**config.mk**
```make
export PLATFORM = sky130hd
export DESIGN_NAME = allpass_config_sequencer
export DESIGN_NICKNAME = d
export VERILOG_FILES = /design/src/rtl/reverb_pkg.sv /design/src/rtl/cfg_saturate.sv /design/src/rtl/allpass_config_sequencer.sv
export SDC_FILE = /design/constraint.sdc
export NUM_CORES = 1
export LEC_CHECK = 0
export BUFFER_PORTS_ARGS = -buffer_cell sky130_fd_sc_hd__clkbuf_2
export CAP_MARGIN = 5
export CORE_MARGIN = 5
export CORE_UTILIZATION = 40
export DETAILED_ROUTE_END_ITERATION = 7
export PLACE_DENSITY_LB_ADDON = 0.15
export SYNTH_ARGS = -nofsm -noshare
export SYNTH_HDL_FRONTEND = slang
export SYNTH_SLANG_ARGS = --single-unit
```
**constraint.sdc**
```tcl
create_clock -name clk -period 3.2 [get_ports clk]
set_clock_uncertainty 0.15 [all_clocks]
set_input_delay 0.32 -clock clk [delete_from_list [all_inputs] [get_ports clk]]
set_output_delay 0.32 -clock clk [all_outputs]
set_load 0.02 [all_outputs]
```
**src/rtl/reverb_pkg.sv**
```systemverilog
// Constants shared by the reverb allpass configuration path:
// sequencer state codes, default slot count and fixed-point gain limits.
`ifndef FIXED_POINT
`define FIXED_POINT 16
`endif
`ifndef MAX_FILTER_FIFO_LENGTH
`define MAX_FILTER_FIFO_LENGTH 4096
`endif

package reverb_pkg;

    localparam int DEFAULT_N_FILTERS = 4;
    localparam int FRAC_BITS         = `FIXED_POINT;
    localparam int MAX_TAU           = `MAX_FILTER_FIFO_LENGTH;

    // Largest magnitude a gain may carry: 1.0 minus one LSB.
    localparam longint GAIN_LIMIT = (longint'(1) << FRAC_BITS) - 1;
    localparam longint GAIN_FLOOR = -GAIN_LIMIT;

    typedef logic [2:0] state_t;

    localparam state_t ST_IDLE      = 3'd0;
    localparam state_t ST_WAIT_TICK = 3'd1;
    localparam state_t ST_SETUP     = 3'd2;
    localparam state_t ST_STROBE    = 3'd3;
    localparam state_t ST_HOLD      = 3'd4;

endpackage

```
**src/rtl/cfg_saturate.sv**
```systemverilog
// Conditions a host config beat before it reaches the shadow registers:
// delay length clamped to [1, MAX_TAU], gain saturated to just inside +/-1.0.
module cfg_saturate
    import reverb_pkg::*;
#(
    parameter int WORD = 40
)
(
    input  logic [WORD-1:0] tau_raw,
    input  logic [WORD-1:0] gain_raw,
    output logic [WORD-1:0] tau_sat,
    output logic [WORD-1:0] gain_sat
);

    localparam logic [WORD-1:0]        TAU_MAX = WORD'(MAX_TAU);
    localparam logic signed [WORD-1:0] GAIN_HI = WORD'(GAIN_LIMIT);
    localparam logic signed [WORD-1:0] GAIN_LO = WORD'(GAIN_FLOOR);

    // A zero-length delay line cannot exist, so the shortest legal tap is 1.
    always_comb begin
        tau_sat = tau_raw;
        if (tau_raw == '0) begin
            tau_sat = WORD'(1);
        end else if (tau_raw > TAU_MAX) begin
            tau_sat = TAU_MAX;
        end
    end

    always_comb begin
        gain_sat = gain_raw;
        if ($signed(gain_raw) > GAIN_HI) begin
            gain_sat = GAIN_HI;
        end else if ($signed(gain_raw) < GAIN_LO) begin
            gain_sat = GAIN_LO;
        end
    end

endmodule

```
**src/rtl/allpass_config_sequencer.sv**
```systemverilog
// Collects per-slot allpass settings from the host into shadow registers and,
// after a commit, pushes every dirty slot to the filters at the next sample tick.
module allpass_config_sequencer
    import reverb_pkg::*;
#(
    parameter int  N_FILTERS = DEFAULT_N_FILTERS,
    parameter int  WIDTH     = 24,
    localparam int WORD      = WIDTH + FRAC_BITS,
    localparam int IDX_W     = (N_FILTERS > 1) ? $clog2(N_FILTERS) : 1
)
(
    input  logic                            clk,
    input  logic                            rst,
    input  logic                            sample_tick,
    input  logic                            cfg_valid,
    output logic                            cfg_ready,
    input  logic [IDX_W-1:0]                cfg_index,
    input  logic [WORD-1:0]                 cfg_tau,
    input  logic [WORD-1:0]                 cfg_gain,
    input  logic                            cfg_commit,
    output logic [N_FILTERS-1:0][WORD-1:0]  tau_out,
    output logic [N_FILTERS-1:0][WORD-1:0]  gain_out,
    output logic [N_FILTERS-1:0]            write_out,
    output logic                            busy
);

    state_t                          state;
    logic [IDX_W-1:0]                idx;
    logic                            strobe_second;
    logic [N_FILTERS-1:0]            dirty;
    logic [N_FILTERS-1:0][WORD-1:0]  shadow_tau;
    logic [N_FILTERS-1:0][WORD-1:0]  shadow_gain;

    logic [WORD-1:0]                 tau_sat;
    logic [WORD-1:0]                 gain_sat;
    logic                            beat_take;
    logic                            beat_in_range;
    logic [N_FILTERS-1:0]            pending;
    logic [IDX_W-1:0]                next_idx;
    logic                            next_found;
    logic                            load_slot;

    cfg_saturate #(
        .WORD (WORD)
    ) u_saturate (
        .tau_raw  (cfg_tau),
        .gain_raw (cfg_gain),
        .tau_sat  (tau_sat),
        .gain_sat (gain_sat)
    );

    assign busy          = (state != ST_IDLE);
    assign cfg_ready     = !busy;
    assign beat_take     = cfg_valid && cfg_ready;
    assign beat_in_range = (int'(cfg_index) < N_FILTERS);

    // In HOLD the slot just written still reads dirty until this edge clears it.
    always_comb begin
        pending = dirty;
        if (state == ST_HOLD) begin
            pending[idx] = 1'b0;
        end
    end

    always_comb begin
        next_idx   = '0;
        next_found = 1'b0;
        for (int i = N_FILTERS - 1; i >= 0; i--) begin
            if (pending[i]) begin
                next_idx   = IDX_W'(i);
                next_found = 1'b1;
            end
        end
    end

    assign load_slot = ((state == ST_WAIT_TICK) && sample_tick) ||
                       ((state == ST_HOLD) && next_found);

    always_ff @(posedge clk) begin
        if (rst) begin
            dirty <= '0;
            for (int i = 0; i < N_FILTERS; i++) begin
                shadow_tau[i]  <= WORD'(1);
                shadow_gain[i] <= '0;
            end
        end else begin
            if (state == ST_HOLD) begin
                dirty[idx] <= 1'b0;
            end
            if (beat_take && beat_in_range) begin
                shadow_tau[cfg_index]  <= tau_sat;
                shadow_gain[cfg_index] <= gain_sat;
                dirty[cfg_index]       <= 1'b1;
            end
        end
    end

    always_ff @(posedge clk) begin
        if (rst) begin
            state         <= ST_IDLE;
            idx           <= '0;
            strobe_second <= 1'b0;
        end else begin
            case (state)
                ST_IDLE: begin
                    if (cfg_commit && (dirty != '0)) begin
                        state <= ST_WAIT_TICK;
                    end
                end
                ST_WAIT_TICK: begin
                    if (sample_tick) begin
                        state <= ST_SETUP;
                        idx   <= next_idx;
                    end
                end
                ST_SETUP: begin
                    state         <= ST_STROBE;
                    strobe_second <= 1'b0;
                end
                ST_STROBE: begin
                    if (strobe_second) begin
                        state <= ST_HOLD;
                    end
                    strobe_second <= 1'b1;
                end
                ST_HOLD: begin
                    if (next_found) begin
                        state <= ST_SETUP;
                        idx   <= next_idx;
                    end else begin
                        state <= ST_IDLE;
                    end
                end
                default: begin
                    state <= ST_IDLE;
                end
            endcase
        end
    end

    // Slot values are presented on entry to SETUP so they are settled a full
    // clock before the strobe rises.
    always_ff @(posedge clk) begin
        if (rst) begin
            write_out <= '0;
            for (int i = 0; i < N_FILTERS; i++) begin
                tau_out[i]  <= WORD'(1);
                gain_out[i] <= '0;
            end
        end else begin
            if (load_slot) begin
                tau_out[next_idx]  <= shadow_tau[next_idx];
                gain_out[next_idx] <= shadow_gain[next_idx];
            end
            if (state == ST_SETUP) begin
                write_out      <= '0;
                write_out[idx] <= 1'b1;
            end else if ((state == ST_STROBE) && strobe_second) begin
                write_out <= '0;
            end
        end
    end

endmodule

```
==> flow_metrics.py <==
metrics = {
    "outcome": {
        "outcome": "finished, final reports clean",
    },
    "job": {
        "drv_cap": 0,
    },
    "die": {
        "dieArea_mm2": 0.06962,
        "die_y_um": 263.9,
        "floorplan.initialDensity_pct": 40.20,
        "io_pins": 413,
        "core_area_mm2": 0.06412,
        "num_rows": 93,
        "die-width_um": 263.9,
    },
    "grt": {
        "grt_max_degree": 185,
        "grt_usage_pct": 24.39,
        "met3_usage_pct": 4.443,
        "busiest_layer": "met2",
        "grt_antenna_before_repair": 5,
        "met1_usage_pct": 32.31,
        "grtUsageMet2_pct": 40.92,
        "grt_first_pass_wirelength_um": 137400,
        "grt-ovfl-total": 0,
        "grt_pass1_vias": 22990,
    },
    "pwr": {
        "fin_total_pwr_w": 0.01892,
        "irDropWorstVdd_mv": 0.2948,
        "power_leakage_nw": 11.74,
        "cellPowerDensity_mw_per_mm2": 600.0,
    },
    "synthesis": {
        "synth.distinct_cells": 58,
        "yosysSeqAreaShare_pct": 50.79,
        "synth_top_area_share_pct": 50.79,
        "syn_area_per_cell_um2": 9.054,
        "synthArstFlopShare_pct": 0,
        "synth_area_leaders": "dfxtp_1 51%, a21oi_1 9.3%, a211oi_1 6.6%",
        "synthesis.nets": 2935,
        "synthCells": 2847,
        "ys.warnings.count": 0,
        "synth_edf_count": 0,
        "synth_flop_cell": "dfxtp_1",
        "synth_seq_cells": 654,
        "syn_area_mm2": 0.02578,
        "synth_area_leader_cell": "dfxtp_1",
    },
    "route": {
        "ant_nets": 0,
        "via_per_inst": 5.738,
        "drc_errors": 0,
        "wire_per_inst_um": 22.00,
        "drt_iter0_drc": 1693,
        "vias": 23330,
        "dr.pass1.iters": 5,
        "wirelength_um": 89460,
    },
    "layout": {
        "fin_area_mm2": 0.03154,
        "antenna_cells": 0,
        "most-common-layout-cells": "653 x dfxtp_1, 477 x a21oi_1, 411 x clkbuf_2, 226 x a211oi_1, 165 x o21ai_0",
        "areaGrowthSynthToFinish_pct": 22.34,
        "final_common_cell": "dfxtp_1",
        "drive_gt1_share_pct": 22.89,
        "layout.nets": 3243,
    },
    "placed_design": {
        "gp_congestion": 0.8157,
        "dpl.hpwl_um": 54840,
        "post_dp_cell_area_mm2": 0.02893,
        "portBuffers": 412,
    },
    "setup_path": {
        "rrSetupSlack_ns": 0.11,
        "start_kind": "flop",
        "reg2reg_from": "idx[0]$_SDFFE_PP0P_",
        "cp_max_fo": 86,
        "critPathCaptureType": "flop",
        "critPathLaunch": "idx[0]$_SDFFE_PP0P_",
        "worstSetupPathType": "reg -> reg",
        "required_ns": 3.53,
        "cp_data_arrival_time_ns": 3.43,
    },
    "clocking": {
        "clkSlewWorstSetupHoldPaths_ns": 0.06,
        "cts_htree_levels": 3,
        "insertion_delay_ns": 0.61,
        "clock_path_buffers": 3,
        "root_buffer": "clkbuf_16",
        "clock-sinks": 654,
        "tritoncts": "built",
        "cts_buffers": 71,
    },
    "timing": {
        "rsz0062_at_grt": "false",
        "max_freq_mhz": 323.3,
        "slew_violations": 0,
        "tightest_slew_ns": 1.065,
        "finalSetupViolCount": 0,
        "hold_viol_final": 0,
        "relSlewSlack_pct": 29.01,
        "fin_crit_ns": 3.093,
        "finalCritPeriodShare_pct": 96.66,
    },
    "worst_hold_path": {
        "hp-start": "cfg_gain[9]",
        "worstHoldPathType": "in -> reg",
    },
}
-- power by group --
part	internal [W]	switching (W)	total, W
clock	0.00506	0.00340	0.00845
combinational	0.000556	0.00142	0.00197
sequential	0.00836	0.000138	0.00849
-- cell type report --
type                            instances  area (um2)
Clock buffer                          108        2192
Clock inverter                         21       225.2
Fill cell                            5995       32580
Inverter                               89       339.1
Multi-Input combinational cell       1795       11210
Sequential cell                       654       13100
Tap cell                              855        1070
Timing Repair Buffer                  544        3408
-- through the flow --
step                      setup slack, ns  setup TNS (ns)  hold WS (ns)  utilization (%)  instances
after detailed placement         -0.06720         -0.2116        0.2855            45.13       3919
after global placement           -0.08622         -0.2741        0.2803            45.13       3919
after global routing             0.004754               0       0.04216            49.19       4066
final                              0.1070               0       0.04388            49.19       4066
after floorplan                    0.5436               0        0.2739                -       2847
after CTS                          0.1380               0      0.001442            49.19       4066
-- synth_stat cells (3+ instances only) --
cell       number
buf_1           7
a211oi_1      227
nand3_1       142
nor4_1         20
buf_12          3
mux2i_1         3
and2_1         80
nand2_1       148
buf_4           5
dfxtp_1       654
and2_0          3
nor2_1         83
buf_6           3
nor2b_1         3
a21oi_1       478
a221oi_4       30
a221oi_1       39
nand4_1         9
o311ai_0        3
o31ai_1        80
or2_2          25
nor3_1         33
a2111oi_0       3
nor2_2          3
or3_1           6
a211o_1         4
inv_1          89
clkbuf_1      247
o21a_1          3
buf_2          44
a221oi_2       12
and3_1         82
o21ai_0       166
o211ai_1       82
-- logic make-up after synthesis --
family,Yosys count,synth area share [%]
AOI/OAI and AO/OA,1144,29.93
muxes,4,0.1602
buffers and inverters,398,6.359
adders and majority gates,1,0.04853
DFF,654,50.79
and+or+nand+nor,646,12.71
-- path summary, 6_finish.rpt --
path / to / cells after the start
worst max-delay path: state[1]$_SDFFE_PP0P_ / 7
worst min-delay path: shadow_gain[89]$_SDFFE_PP0P_ / 3
worst max register to register: state[1]$_SDFFE_PP0P_ / 7
worst min register to register: shadow_tau[143]$_SDFFE_PP0P_ / 2
-- worst max-delay path, cell delays in order (launching register included) --
cell	delay [ns]
dfxtp_1	0.52
inv_1	0.20
o41ai_4	0.52
buf_12	0.50
a41o_1	0.29
o22a_1	0.13
a2111oi_0	0.05
dlygate4sd3_1	0.60
-- sequential cells by signal (all words and copies together) (netlist names) --
| register | flops |
|---|---|
| gain_out | 160 |
| shadow_gain | 160 |
| shadow_tau | 160 |
| tau_out | 160 |
| dirty | 4 |
| write_out | 4 |
| state | 3 |
| idx | 2 |
| strobe_second | 1 |
-- metal layers --
layer,routed length (um),share of wire [%]
met3,5364,6.0
met2,43200,48
met4,2062,2.3
met1,38800,43
met5,39,0.044
-- repair_timing --
| action | CTS | global route |
|---|---|---|
| gates resized for setup | 1 | 0 |
| setup buffers | 0 | 0 |
| endpoints found under the hold margin | 62 | 0 |
| hold buffers | 18 | 0 |
| endpoints found under the setup margin | 4 | 0 |
No activity file was read; power rests on OpenSTA's default activity.
